===== src/rtl/mult_ctrl_pkg.sv =====
// Shared constants for the sequential shift-free multiplier controller.
// State encodings are plain localparams so legacy tools can consume them.
package mult_ctrl_pkg;

    localparam int unsigned DEFAULT_WIDTH = 16;

    typedef logic [2:0] state_t;

    localparam state_t IDLE   = 3'd0;
    localparam state_t LOAD_A = 3'd1;
    localparam state_t LOAD_B = 3'd2;
    localparam state_t ACCUM  = 3'd3;
    localparam state_t DONE   = 3'd4;

endpackage


===== src/rtl/mult_op_order.sv =====
// Combinational operand ordering: larger operand to a, smaller to b, so the
// repeated-addition loop runs for the smaller count.
module mult_op_order
    import mult_ctrl_pkg::*;
#(
    parameter int unsigned WIDTH = DEFAULT_WIDTH
) (
    input  logic [WIDTH-1:0] op_a,
    input  logic [WIDTH-1:0] op_b,
    output logic [WIDTH-1:0] a,
    output logic [WIDTH-1:0] b
);

    logic swap;

    assign swap = (op_b > op_a);
    assign a    = swap ? op_b : op_a;
    assign b    = swap ? op_a : op_b;

endmodule


===== src/rtl/mult_seq_ctrl.sv =====
// Control FSM for a repeated-addition multiplier datapath (P <= P + A, B--).
// Optional iteration limit enabled by defining MULT_TIMEOUT_EN.
module mult_seq_ctrl
    import mult_ctrl_pkg::*;
#(
    parameter int unsigned WIDTH    = DEFAULT_WIDTH,
    parameter int unsigned MAX_ITER = 1000
) (
    input  logic             clk,
    input  logic             rst,
    input  logic             req,
    input  logic [WIDTH-1:0] op_a,
    input  logic [WIDTH-1:0] op_b,
    output logic [WIDTH-1:0] data_out,
    output logic             ld_a,
    output logic             ld_b,
    output logic             ld_p,
    output logic             clr_p,
    output logic             dec_b,
    input  logic             eqz,
    output logic             busy,
    output logic             done,
    output logic             err,
    output logic [WIDTH-1:0] iter
);

    state_t           state_q, state_d;
    logic [WIDTH-1:0] a_q, a_d;
    logic [WIDTH-1:0] b_q, b_d;
    logic [WIDTH-1:0] iter_q, iter_d;
    logic             err_q, err_d;
    logic [WIDTH-1:0] ord_a, ord_b;
    logic             limit_hit;

    mult_op_order #(
        .WIDTH (WIDTH)
    ) u_op_order (
        .op_a (op_a),
        .op_b (op_b),
        .a    (ord_a),
        .b    (ord_b)
    );

`ifdef MULT_TIMEOUT_EN
    localparam logic [WIDTH-1:0] MAX_ITER_W = WIDTH'(MAX_ITER);
    assign limit_hit = (iter_q >= MAX_ITER_W);
`else
    logic unused_max_iter;
    assign unused_max_iter = |MAX_ITER;
    assign limit_hit       = 1'b0;
`endif

    always_comb begin
        state_d  = state_q;
        a_d      = a_q;
        b_d      = b_q;
        iter_d   = iter_q;
        err_d    = err_q;
        data_out = '0;
        ld_a     = 1'b0;
        ld_b     = 1'b0;
        ld_p     = 1'b0;
        clr_p    = 1'b0;
        dec_b    = 1'b0;
        done     = 1'b0;
        case (state_q)
            IDLE: begin
                if (req) begin
                    a_d     = ord_a;
                    b_d     = ord_b;
                    iter_d  = '0;
                    err_d   = 1'b0;
                    state_d = LOAD_A;
                end
            end
            LOAD_A: begin
                data_out = a_q;
                ld_a     = 1'b1;
                state_d  = LOAD_B;
            end
            LOAD_B: begin
                data_out = b_q;
                ld_b     = 1'b1;
                clr_p    = 1'b1;
                state_d  = ACCUM;
            end
            ACCUM: begin
                if (eqz) begin
                    state_d = DONE;
                end else if (limit_hit) begin
                    // Abandon the loop without a further strobe and flag it.
                    err_d   = 1'b1;
                    state_d = DONE;
                end else begin
                    ld_p  = 1'b1;
                    dec_b = 1'b1;
                    if (iter_q != '1) begin
                        iter_d = iter_q + WIDTH'(1);
                    end
                end
            end
            DONE: begin
                done    = 1'b1;
                state_d = IDLE;
            end
            default: state_d = IDLE;
        endcase
    end

    assign busy = (state_q != IDLE);
    assign err  = done & err_q;
    assign iter = iter_q;

    always_ff @(posedge clk) begin
        if (rst) begin
            state_q <= IDLE;
            a_q     <= '0;
            b_q     <= '0;
            iter_q  <= '0;
            err_q   <= 1'b0;
        end else begin
            state_q <= state_d;
            a_q     <= a_d;
            b_q     <= b_d;
            iter_q  <= iter_d;
            err_q   <= err_d;
        end
    end

endmodule


===== config.mk =====
export PLATFORM = sky130hd
export DESIGN_NAME = mult_seq_ctrl
export DESIGN_NICKNAME = d
export VERILOG_FILES = /design/src/rtl/mult_ctrl_pkg.sv /design/src/rtl/mult_op_order.sv /design/src/rtl/mult_seq_ctrl.sv
export SDC_FILE = /design/constraint.sdc
export NUM_CORES = 1
export LEC_CHECK = 0
export BUFFER_PORTS_ARGS = -buffer_cell sky130_fd_sc_hd__buf_2
export CAP_MARGIN = 20
export CORE_UTILIZATION = 53
export CTS_CLUSTER_DIAMETER = 100
export DETAILED_ROUTE_END_ITERATION = 12
export GPL_TIMING_DRIVEN = 0
export PLACE_DENSITY = 0.87
export SETUP_SLACK_MARGIN = 0.2
export SYNTH_ARGS = -nofsm -noshare
export SYNTH_HDL_FRONTEND = slang
export SYNTH_SLANG_ARGS = --single-unit

===== constraint.sdc =====
create_clock -name clk -period 2.3 [get_ports clk]
set_input_delay 0.345 -clock clk [delete_from_list [all_inputs] [get_ports clk]]
set_output_delay 0.345 -clock clk [all_outputs]
set_load 0.02 [all_outputs]

== Yosys cells after proc, flatten, opt, wreduce, memory -nomap -nowiden ==
Cells that the tools add are included.

* Register bits after elaboration: 51
* Bits of input ports: 36
* Output and inout port bits: 40
* Word-level logic and storage cells: 36

* Add/sub/neg operators: 1
* Order comparisons: 1
* Eq/ne operators: 9
* Mux-type cells: 15
* Reductions and logical operators: 6

{| class="wikitable"
|+ Operator list
! operator !! number
|-
| 16-bit 2-to-1 mux || 5
|-
| 16-bit one-hot mux with 2 select lines || 2
|-
| 16-bit by 1-bit adder with 16-bit output, second input constant || 1
|-
| 16-bit > comparator || 1
|-
| 16-bit != test, second input constant || 1
|-
| 3-bit one-hot mux with 4 select lines || 1
|-
| 2-bit != test, second input constant || 4
|-
| 3-bit by 2-bit equality test with 1-bit output, second input constant || 2
|-
| 3-bit 2-to-1 mux || 2
|-
| 1-bit 2-to-1 mux || 5
|-
| 2-bit AND reduction || 2
|-
| 4-bit AND reduction || 1
|-
| 3-bit by 1-bit equality test with 1-bit output, second input constant || 1
|-
| 3-bit equality test, second input constant || 1
|-
| 3-bit logical NOT || 1
|-
| 3-bit nonzero test || 1
|-
| 2-bit nonzero test || 1
|}

== Longest topological paths before layout ==
* Word-level depth: 4
* Depth in mapped cells: 10
* Gate-level depth less buffers: 8

== Modules after synthesis ==
Synthesis repeated with hierarchy kept, for this count alone.

* Cell total of the unflattened synthesis: 531
* Area total of the unflattened synthesis: 3967.6 um^2

{| class="wikitable"
|+ By module, submodules not included
! module !! times used !! cells each !! area an instance (um^2) !! sequential area each (um^2)
|-
| mult_seq_ctrl || 1 || 294 || 2419.8 || 1021.0
|-
| mult_op_order || 1 || 237 || 1547.7 || 0.0
|}

== Worst setup path after synthesis ==
OpenSTA, ideal clock, no wires.

* Kind: reg2out
* From: register state_q[1]
* To: output data_out[10]
* Arrival: 1956 ps
* Required time: 1955 ps
* Setup slack: -1 ps
* Stages on the path, launching flop included: 5
* Path buffers: 2
* Cell sequence: dfxtp_1 clkbuf_1 nor3b_1 clkbuf_1 a22o_1

* Longest elaborated chain between the ends: 2
* Elaborated cells on any way between the ends: 3
* Those cells by class: 2 x eq/ne; 1 x mux

{| class="wikitable"
|+ RTL lines
! element !! RTL line !! text
|-
| start: declaration || mult_seq_ctrl.sv:27 || <nowiki>state_t state_q, state_d;</nowiki>
|-
| start signal: assignment || mult_seq_ctrl.sv:122 || <nowiki>state_q <= state_d;</nowiki>
|-
| 3-bit by 2-bit equality test with 1-bit output / 3-bit by 1-bit equality test with 1-bit output (equally long branches) || mult_seq_ctrl.sv:66 || <nowiki>case (state_q)</nowiki>
|-
| 16-bit one-hot mux with 2 select lines * || mult_seq_ctrl.sv:66 ||
|-
| end: declaration || mult_seq_ctrl.sv:14 || <nowiki>output logic [WIDTH-1:0] data_out,</nowiki>
|}

Mark *: on every way between the ends. The rest lies on a longest branch, timed or not.

== Final worst setup path ==
* From: input op_a[11]
* To: register a_q[10]

* Longest elaborated chain between the ends: 2

{| class="wikitable"
|+ RTL lines
! element !! RTL line !! text
|-
| start: declaration || mult_seq_ctrl.sv:12 || <nowiki>input logic [WIDTH-1:0] op_a,</nowiki>
|-
| 16-bit > comparator || mult_op_order.sv:16 || <nowiki>assign swap = (op_b > op_a);</nowiki>
|-
| 16-bit 2-to-1 mux || mult_op_order.sv:17 || <nowiki>assign a = swap ? op_b : op_a;</nowiki>
|-
| end signal: assignment || mult_seq_ctrl.sv:117 || <nowiki>a_q <= '0;</nowiki>
|-
| end signal: assignment || mult_seq_ctrl.sv:123 || <nowiki>a_q <= a_d;</nowiki>
|-
| end: declaration || mult_seq_ctrl.sv:28 || <nowiki>logic [WIDTH-1:0] a_q, a_d;</nowiki>
|}

No other way between the ends.
A chain may end at the register's enable or synchronous reset.

==> run summary <==
STATUS
----------------------------------------------------------------------------------------
Outcome                                                                     finished, final reports clean

ROUTE
----------------------------------------------------------------------------------------
Post-detailed-route count of antenna-violating nets                                    0
Total Routed Length                                                              8.89 mm
1st-pass router iterations                                                             5
Initial drt markers                                                                  279
# DRC                                                                                  0
Total via count in the routed design                                                3271
Average wire per cell in the routed design                                       16.9 µm
Vias per cell                                                                       6.21

CLOCK NETWORK
----------------------------------------------------------------------------------------
Max Root-Sink Buffers                                                                  2
Clock sink count                                                                      51
Source-to-sink clock delay at the later pin of the worst-skew pair                310 ps
Number of buffers added to fix hold violations after cts                               0
CTS tree                                                                           built
CTS Root Buffer Type                                                        sky130_fd_sc_hd__clkbuf_8
Number of levels in the clock H-tree                                                   2
Clock transition at the registers of the reported paths                           100 ps
Total clock buffers created by CTS                                                     5

PWR
----------------------------------------------------------------------------------------
Static Leak                                                                      1.66 nW
Peak supply drop                                                                  316 µV
Sum of internal, switching and leakage power                                     2.18 mW
Power density of the placed cells                                             587 nW/µm²

FINAL LAYOUT
----------------------------------------------------------------------------------------
Share of layout cells above drive strength 1                                       27.8%
Commonest non-fill, non-tap cell in the layout                              sky130_fd_sc_hd__buf_2
Area added between synthesis and finish                                            25.4%
Non-filler instance count after layout                                               527
Footprint of the flip-flops and latches                                         1020 µm²
Most frequent cells in the layout                                           75 x sky130_fd_sc_hd__buf_2, 55 x sky130_fd_sc_hd__nor2_1, 51 x sky130_fd_sc_hd__dfxtp_1, 37 x sky130_fd_sc_hd__nand3_1, 34 x sky130_fd_sc_hd__o21ai_0
Number of nets in the layout                                                         509
Area of the multi-input gates                                                   1790 µm²
Fillers                                                                              412
Diode count                                                                            0

TIMING
----------------------------------------------------------------------------------------
Headroom to the max-slew limit                                                     57.9%
Transition at the pin with the smallest max-transition slack                      632 ps
Highest Clock Rate                                                             0.460 GHz
Summed negative setup slack over all endpoints                                      0 ps
Unrepaired setup endpoints after global routing                                     true
Number of hold violations in the final report                                          0
Count of final max-slew check failures                                                 0
Portion of the clock cycle consumed by the worst path in the final layout          94.5%
Clock Skew                                                                       12.8 ps
Setup violation total in the final timing report                                       0
Fin crit period                                                                  2170 ps

GLOBAL ROUTING
----------------------------------------------------------------------------------------
Number of antenna violations at the first check in global routing                      0
Maximum number of pins on one net before global-route repair                          17
Total global-route track usage                                                     29.2%
Vias in the first global route                                                      3051
Remaining global-route overflow                                                        0
First-pass GRT wire length                                                       13.8 mm

FLOORPLAN
----------------------------------------------------------------------------------------
Num ports                                                                             76
Die footprint                                                                   5880 µm²
Cell row count                                                                        26
Effective utilization at floorplan                                                 56.5%
Die width                                                                        76.7 µm
Vert. Die Dim                                                                    76.7 µm
CORE AREA                                                                       5240 µm²

PLACEMENT
----------------------------------------------------------------------------------------
Gpl congestion                                                                     0.942
Inst Count DP                                                                        515
Post-detail-place hpwl                                                           6.18 mm
Number of buffers inserted by port buffering                                          73

WORST HOLD PATH
----------------------------------------------------------------------------------------
Path class of the lowest-slack min-delay path                                     in2reg

SYNTH
----------------------------------------------------------------------------------------
Instance count of the mapped netlist                                                 372
Netlist Area Pre-Place                                                          2960 µm²
Yosys Warn Count                                                                       0
Synthesized area per cell                                                       7.95 µm²
Unique cell type count in the Yosys netlist                                           39
Net count after synthesis                                                            425
Share of the yosys chip area belonging to registers                                34.5%
Yosys reg bits                                                                        51

SETUP PATH
----------------------------------------------------------------------------------------
Required time worst endpoint                                                     2500 ps
Setup Crit Path Kind                                                              in2reg
Crit start category                                                         primary input
Kind of capture point of the worst setup path                                   register
Arrival time of data at the critical path endpoint                               2380 ps
Maximum fanout encountered on the critical timing path                                10

RUN
----------------------------------------------------------------------------------------
# Max-Cap Violations                                                                   0

[timing repair]
item / CTS / global route
pin swaps: 1 / 8
gates resized for setup: 23 / 39
setup buffers: 1 / 2
endpoints found under the setup margin: 49 / 46
endpoints found under the hold margin: 0 / 0
gates cloned: 0 / 1
[stage by stage]
step           hold slack (ps)  area (µm²)  util (%)  worst slack (ps)
2_1_floorplan              455        2960         -               226
3_3_place_gp               488        3420      65.2              -141
3_5_place_dp               492        3420      65.2              -313
4_1_cts                    269        3580      68.3               225
5_1_grt                    306        3710      70.8              47.5
6_report                   293        3710      70.8               126
[Yosys cell counts, drive strengths merged]
| cell | n | area [µm²] |
|---|---|---|
| nor2 | 56 | 210 |
| nand3 | 37 | 185 |
| or2 | 2 | 12.5 |
| inv | 18 | 67.6 |
| or3 | 3 | 18.8 |
| nand4 | 8 | 50.1 |
| o21ai | 36 | 180 |
| and3 | 4 | 25.0 |
| a22o | 16 | 140 |
| mux2i | 1 | 10.0 |
| a21oi | 7 | 35.0 |
| a21boi | 1 | 7.51 |
| nand3b | 1 | 7.51 |
| nand2b | 2 | 12.5 |
| o31ai | 1 | 7.51 |
| clkbuf | 22 | 82.6 |
| and2 | 1 | 6.26 |
| xnor2 | 6 | 52.6 |
| nand2 | 8 | 30.0 |
| or3b | 1 | 8.76 |
| nor4 | 1 | 6.26 |
| conb | 1 | 3.75 |
| o211ai | 2 | 15.0 |
| a21o | 1 | 7.51 |
| xor2 | 8 | 70.1 |
| and4 | 4 | 35.0 |
| a31oi | 2 | 12.5 |
| ha | 17 | 213 |
| nor3b | 2 | 15.0 |
| nor2b | 1 | 6.26 |
| nor3 | 4 | 25.0 |
| a221oi | 1 | 8.76 |
| a311oi | 32 | 280 |
| buf | 13 | 78.8 |
| o31a | 1 | 8.76 |
| dfxtp | 51 | 1020 |
[routing by layer]
metal / track usage [%] / vias to the layer above / share of wire, %
li1: - / 1526 / -
met2: 48.7 / 218 / 47
met3: 4.76 / 41 / 10
met1: 36.7 / 1486 / 39
met4: 13.7 / 0 / 4.1
met5: 0 / - / 0
[cell families after synthesis]
group / Yosys count / share of synthesized area [%]
simple gates: 135 / 22.1
compound gates: 100 / 23.8
buf+inv: 53 / 7.74
flops: 51 / 34.5
fa+ha+maj: 17 / 7.19
xor+xnor: 14 / 4.15
other cells: 1 / 0.127
mux: 1 / 0.339
[final timing paths]
| kind | startpoint | to | slack (ps) | depth (start not counted) |
|---|---|---|---|---|
| setup / recovery | op_a[11] | a_q[10]$_SDFFE_PP0P_ | 130 | 11 |
| hold / removal | eqz | state_q[1]$_SDFFE_PP0P_ | 290 | 2 |
| setup reg to reg | state_q[0]$_SDFFE_PP0P_ | a_q[1]$_SDFFE_PP0P_ | 240 | 6 |
| hold reg to reg | a_q[15]$_SDFFE_PP0P_ | a_q[15]$_SDFFE_PP0P_ | 500 | 2 |
[state kept, by name, summed over array words and instances, names as in the netlist]
| name | cells |
|---|---|
| b_q | 16 |
| iter | 16 |
| a_q | 16 |
| state_q | 3 |
[worst max-delay path, stage by stage]
cell and delay [ps]:
sky130_fd_sc_hd__buf_2 110, sky130_fd_sc_hd__inv_1 60, sky130_fd_sc_hd__ha_1 330, sky130_fd_sc_hd__a21oi_1 140, sky130_fd_sc_hd__o21ai_0 110, sky130_fd_sc_hd__a221oi_2 320
sky130_fd_sc_hd__or2_4 170, sky130_fd_sc_hd__buf_4 170, sky130_fd_sc_hd__buf_6 160, sky130_fd_sc_hd__nand3_1 90, sky130_fd_sc_hd__a311oi_1 370
[where the power goes]
part | total (mW) | internal (mW) | switching, mW | leakage [nW]
logic | 0.652 | 0.257 | 0.395 | 1.20
registers | 0.997 | 0.955 | 0.0419 | 0.418
clock network | 0.529 | 0.215 | 0.314 | 0.0483
[final cells by class]
| type | count | share of cell area, % |
|---|---|---|
| plain buffers | 35 | 6.41 |
| repair buffers | 77 | 11.1 |
| inverters | 18 | 1.82 |
| clock inverters | 3 | 0.506 |
| well taps | 70 | 2.36 |
| clock buffers | 5 | 1.86 |
| flip-flops and latches | 51 | 27.5 |
| multi-input cells | 268 | 48.4 |
Power figures use the tool's default switching activity.
